### src/rtl/carry_lookahead_adder_controller.sv
// Sequencing controller for an external carry-lookahead adder datapath.
// Clears the operand registers, loads A then B from the shared data_in bus,
// waits a fixed number of settle cycles, then captures {carry_out, sum} and
// holds it until the consumer acknowledges.
//
// state   | meaning
// --------+-------------------------------------------------------------
// S_IDLE  | no operation in progress, carry_in forced low
// S_CLEAR | one-cycle clear pulse to both operand registers
// S_GET_A | accepting operand A (in_ready high, load_a follows in_valid)
// S_GET_B | accepting operand B (in_ready high, load_b follows in_valid)
// S_WAIT  | datapath settling, down-counter runs to zero then captures
// S_HOLD  | result_valid high, result frozen until result_ack

module carry_lookahead_adder_controller #(
  parameter int N           = 16,
  parameter int CALC_CYCLES = 2
) (
  input  logic         clk,
  input  logic         rst_n,
  input  logic         start,
  input  logic         cin_req,
  input  logic         in_valid,
  output logic         in_ready,
  input  logic [N:0]   dp_sum,
  output logic         load_a,
  output logic         load_b,
  output logic         clr_a,
  output logic         clr_b,
  output logic         carry_in,
  output logic [N:0]   result,
  output logic         result_valid,
  input  logic         result_ack,
  output logic         busy
);

  // A single settle cycle still needs a one-bit counter that sits at zero.
  localparam int CNT_W = (CALC_CYCLES > 1) ? $clog2(CALC_CYCLES) : 1;
  localparam logic [CNT_W-1:0] CNT_LOAD = CNT_W'(CALC_CYCLES - 1);
  localparam logic [CNT_W-1:0] CNT_ONE  = CNT_W'(1);

  typedef enum logic [2:0] {
    S_IDLE  = 3'd0,
    S_CLEAR = 3'd1,
    S_GET_A = 3'd2,
    S_GET_B = 3'd3,
    S_WAIT  = 3'd4,
    S_HOLD  = 3'd5
  } state_t;

  state_t           state;
  state_t           state_next;
  logic [CNT_W-1:0] cnt;
  logic [CNT_W-1:0] cnt_next;
  logic [N:0]       result_next;
  logic             carry_in_next;

  // State, settle counter, captured result and latched carry-in registers.
  always_ff @(posedge clk) begin
    if (!rst_n) begin
      state    <= S_IDLE;
      cnt      <= '0;
      result   <= '0;
      carry_in <= 1'b0;
    end else begin
      state    <= state_next;
      cnt      <= cnt_next;
      result   <= result_next;
      carry_in <= carry_in_next;
    end
  end

  // Next-state decode and Moore/Mealy datapath controls.
  always_comb begin
    state_next    = state;
    cnt_next      = cnt;
    result_next   = result;
    carry_in_next = carry_in;
    in_ready      = 1'b0;
    load_a        = 1'b0;
    load_b        = 1'b0;
    clr_a         = 1'b0;
    clr_b         = 1'b0;
    result_valid  = 1'b0;
    busy          = (state != S_IDLE);

    case (state)
      S_IDLE: begin
        if (start) begin
          state_next    = S_CLEAR;
          carry_in_next = cin_req;
        end
      end

      S_CLEAR: begin
        clr_a      = 1'b1;
        clr_b      = 1'b1;
        state_next = S_GET_A;
      end

      S_GET_A: begin
        in_ready = 1'b1;
        load_a   = in_valid;
        if (in_valid) begin
          state_next = S_GET_B;
        end
      end

      S_GET_B: begin
        in_ready = 1'b1;
        load_b   = in_valid;
        if (in_valid) begin
          state_next = S_WAIT;
          cnt_next   = CNT_LOAD;
        end
      end

      S_WAIT: begin
        if (cnt == '0) begin
          result_next = dp_sum;
          state_next  = S_HOLD;
        end else begin
          cnt_next = cnt - CNT_ONE;
        end
      end

      S_HOLD: begin
        result_valid = 1'b1;
        // Ack with a simultaneous start chains straight into the next clear,
        // skipping IDLE so back-to-back sums lose no cycle.
        if (result_ack) begin
          if (start) begin
            state_next    = S_CLEAR;
            carry_in_next = cin_req;
          end else begin
            state_next    = S_IDLE;
            carry_in_next = 1'b0;
          end
        end
      end

      default: begin
        state_next    = S_IDLE;
        carry_in_next = 1'b0;
      end
    endcase
  end

endmodule

### config.mk
export PLATFORM = sky130hd
export DESIGN_NAME = carry_lookahead_adder_controller
export DESIGN_NICKNAME = d
export VERILOG_FILES = /design/src/rtl/carry_lookahead_adder_controller.sv
export SDC_FILE = /design/constraint.sdc
export NUM_CORES = 1
export LEC_CHECK = 0
export CAP_MARGIN = 15
export CORE_UTILIZATION = 37
export CTS_BUF_LIST = sky130_fd_sc_hd__clkbuf_8
export DETAILED_ROUTE_END_ITERATION = 7
export PLACE_DENSITY = 0.72
export SLEW_MARGIN = 40
export SYNTH_ARGS = -nofsm -noshare
export SYNTH_HDL_FRONTEND = slang
export SYNTH_SLANG_ARGS = --single-unit
### constraint.sdc
create_clock -name clk -period 2 [get_ports clk]
set_clock_uncertainty 0.05 [all_clocks]
set_input_delay 0.2 -clock clk [delete_from_list [all_inputs] [get_ports clk]]
set_output_delay 0.2 -clock clk [all_outputs]
set_load 0.02 [all_outputs]
[Word-level counts from Yosys, hierarchy flattened]
Index checks and enable logic that the tools add are counted.
Storage, ports and cells
  bits in registers: 22
  bits of input ports: 23
  output and inout bits: 25
  logic and storage cells: 45
Cells by class
  add/subtract/negate cells: 1
  equal/unequal tests: 10
  muxes and demuxes: 19
  bitwise gates (word level): 2
  reductions and logical operators: 9
Operator list (count)
  $pmux W3 S6: 1
  $mux W3: 5
  $mux W1: 11
  $ne A2 B2 Y1 const B: 5
  $eq A3 B2 Y1 const B: 2
  $eq A3 B3 Y1 const B: 2
  $reduce_and A5 Y1: 1
  $reduce_and A2 Y1: 2
  $reduce_or A4 Y1: 1
  $eq A3 B1 Y1 const B: 1
  $logic_not A3 Y1: 1
  $pmux W1 S3: 1
  $reduce_and A3 Y1: 1
  $reduce_bool A3 Y1: 1
  $not A1 Y1: 2
  $pmux W1 S2: 1
  $reduce_bool A2 Y1: 1
  $reduce_or A2 Y1: 1
  $sub A1 B1 Y1 const B: 1

[Logic depth before layout (Yosys ltp)]
  word-level depth: 4
  depth in mapped cells: 5
  gate-level depth less buffers: 3

[Least setup slack after synthesis]
Ideal clock, no wire load.
  path type: reg-to-output
  start: register state[0]
  end: output clr_b
  data arrival time: 1.448 ns
  required time: 1.750 ns
  path slack: 0.302 ns
  stages on the path, launching flop included: 5
  path buffers: 2
  cells stage by stage: dfxtp_1 > buf_4 > inv_1 > nor3_1 > buf_4
On the way
  cells in the longest elaborated chain, start to end: 2
RTL lines
  start, declared: line 51  | state_t state;
  start signal, assigned: line 66  | state <= state_next;
  $eq A3 B1 Y1
  $mux W1
  end, declared: line 29  | output logic clr_b,
No other way between the ends.

[Worst setup path in the final report]
  start: register state[2]
  end: output load_b
On the way
  cells in the longest elaborated chain, start to end: 2
RTL lines
  $eq A3 B2 Y1: line 87  | case (state)
  $mux W1: line 87
  end, declared: line 27  | output logic load_b,
No other way between the ends.

==> impl_metrics.toml <==
[outcome]
outcome = "completed"

[synthesis]
syn_area_sq_um = 1081
synth_nets = 140
yosys_warnings = 0
synth_seq_cells = 22
yosys_most_used_dff = "dfxtp_1"
ys_types = 35
ys_seq_area_share_pct = 40.74
synth_edf_count = 0
syn_inst = 117
async_reset_ff_share_pct = 0
syn_avg_cell_area_sq_um = 9.240

[cells_and_area]
final.fill_count = 272
regArea_sq_um = 442.9
area_delta_synth_final_pct = 51.85
finalNetCount = 189
design_area_sq_um = 1642
drive_gt1_share_pct = 21.82
antenna_cells = 0
multi_input_area_sq_um = 556.8

[power_and_ir_drop]
peakVddDrop_v = 0.0005839
p_int_mw = 0.8392
netSwitchingFraction_pct = 23.10
p_total_mw = 1.091
power_density_nw_per_um2 = 664.8
clkPwrFrac_pct = 37.7
seqPwrFrac_pct = 42.8
p_leak_nw = 0.5937
netSwitchingPower_mw = 0.2521
p_comb_share_pct = 19.5

[sta]
max-slew-margin-rel_pct = 64.23
period_minus_slack_ns = 1.902
final.setup.worst_slack_ns = 0.09813
holdWs_ns = 0.4059
worstMarginPinSlew_ns = 0.5349
hold_viol = 0
rsz0062_at_grt = "no"
fmax_ghz = 0.5258
period_share_pct = 95.09
maxSlewViolCount = 0
tns_ns = 0
setup_viol = 0

[clock_tree]
cts.root.buffer_cell = "clkbuf_8"
clockBufferDepth = 2
h-tree-depth = 1
cts_made_buffers = 3
path_clk_slew_ns = 0.08
clk-insertion-delay-late_ns = 0.26
post-cts-setup-buffers = 0
cts_resized = 1
cts_tree = "yes"
cts_sinks = 22
hold_buffers = 0

[setup_path]
required_ns = 1.75
critPathLaunchType = "flip-flop"
max_stage_delay_ns = 0.60
timing.rr.start = "state[1]$_SDFFE_PN0P_"
critPathKind = "flip-flop to output port"
worstPathCellList = "and3b_1 > and2_1 > clkdlybuf4s50_1"
reg2regPathDepth = 5
critPathCaptureType = "output port"
crit_family = "buffers and inverters"
slowest_stage = "clkdlybuf4s50_1"
path_max_fanout = 11
critPathLaunch = "state[2]$_SDFFE_PN0P_"
path_buf_inv = 1
path_depth = 3
cp_data_arrival_time_ns = 1.65

[global_routing]
grt_pass1_vias = 991
grt_max_degree = 18
antenna_found_initial = 0
grt_use_total_pct = 17.16
grt_overflow = 0
grt_first_pass_wirelength_mm = 4.250

[route]
vias_per_cell = 4.980
wl_per_cell_microns = 12.60
num_vias = 976
detail_route.iter0.violations = 16
ant_nets = 0
drt-total-wl_mm = 2.470
first_pass_iters = 4
drcViolationCount = 0

[placed_design]
placed_area_sq_um = 1563
gp_congestion = 0.7313
dp_slack_ns = 0.1107
dpl.hpwl_mm = 1.848
portBuffers = 47

[floorplan]
die_area_sq_um = 3142
die_h_microns = 56.05
start_util_pct = 39.20
die_w_microns = 56.05
rows = 19
core_area_sq_um = 2758
ios = 48

[run]
cap_violations = 0

[hold_path]
holdPathStages = 2
worstHoldStart = "result[11]$_SDFFE_PN0P_"
hold_path_class = "flip-flop to flip-flop"
worst paths after layout:
check	slack [ns]	endpoint
hold / removal	0.41	result[11]$_SDFFE_PN0P_
setup reg to reg	0.44	result[10]$_SDFFE_PN0P_
setup / recovery	0.1	load_b
hold reg to reg	0.41	result[11]$_SDFFE_PN0P_
synth_stat cells, types with 2 or more instances:
cell type | instances | area share, %
buf_2 | 2 | 0.93
inv_1 | 3 | 1.0
buf_4 | 3 | 2.1
nor3_1 | 2 | 0.93
nand2_2 | 11 | 6.4
dfxtp_1 | 22 | 41
nand2_1 | 25 | 8.7
a21boi_1 | 7 | 4.9
a21boi_2 | 10 | 10
and2_1 | 2 | 1.2
a31oi_1 | 2 | 1.2
o21ai_0 | 2 | 0.93
nor2b_1 | 3 | 1.7
nor2_1 | 2 | 0.69
registers in the layout (all words and copies together) (netlist names):
name      cells
cnt           1
result       17
state         3
carry_in      1
per-stage QoR:
step	cells	utilization, %
finish	196	59.53
global route	196	59.53
CTS	196	59.30
detailed placement	192	56.67
global placement	192	56.67
floorplan	117	-
power groups by stage:
stage | registers (mW) | clock network [mW] | logic [mW]
after global placement | 0.477 | 0 | 0.208
final | 0.467 | 0.411 | 0.212
after floorplan | 0.480 | 0 | 0.108
after detailed placement | 0.477 | 0 | 0.212
after global routing | 0.470 | 0.443 | 0.228
after CTS | 0.467 | 0.423 | 0.215
worst min-delay path, stage by stage (launching register included):
cell and delay, ns:
dfxtp_1 0.31, nand2_1 0.05, a21boi_1 0.05
cell usage in the layout (no fill, tap or decap), drive strengths merged, types with 3 or more instances in the layout:
master         count
clkdlybuf4s50     45
nand2             36
dfxtp             22
a21boi            18
buf                6
inv                3
nor2b              3
clkbuf             3
logic make-up (layout without fill, tap and decap cells):
group / count (synthesis) / in the layout / share of synthesized area (%)
simple gates: 52 / 52 / 26.16
compound gates: 31 / 31 / 25.35
flops: 22 / 22 / 40.74
buf+inv: 12 / 60 / 7.754
routing by layer:
layer	share of wire (%)	vias to the layer above	global-route usage, %
met5	0	-	0
li1	-	490	-
met1	43	444	18.97
met4	2.1	0	7.666
met2	48	35	29.76
met3	6.9	7	5.581
final cells by class:
cell class | instances | share of cell area [%]
Clock buffer | 3 | 2.515
Clock inverter | 1 | 1.829
Inverter | 3 | 0.6860
Multi-Input combinational cell | 83 | 33.92
Sequential cell | 22 | 26.98
Tap cell | 31 | 2.363
Timing Repair Buffer | 53 | 31.71
Power figures use the tool's default switching activity.
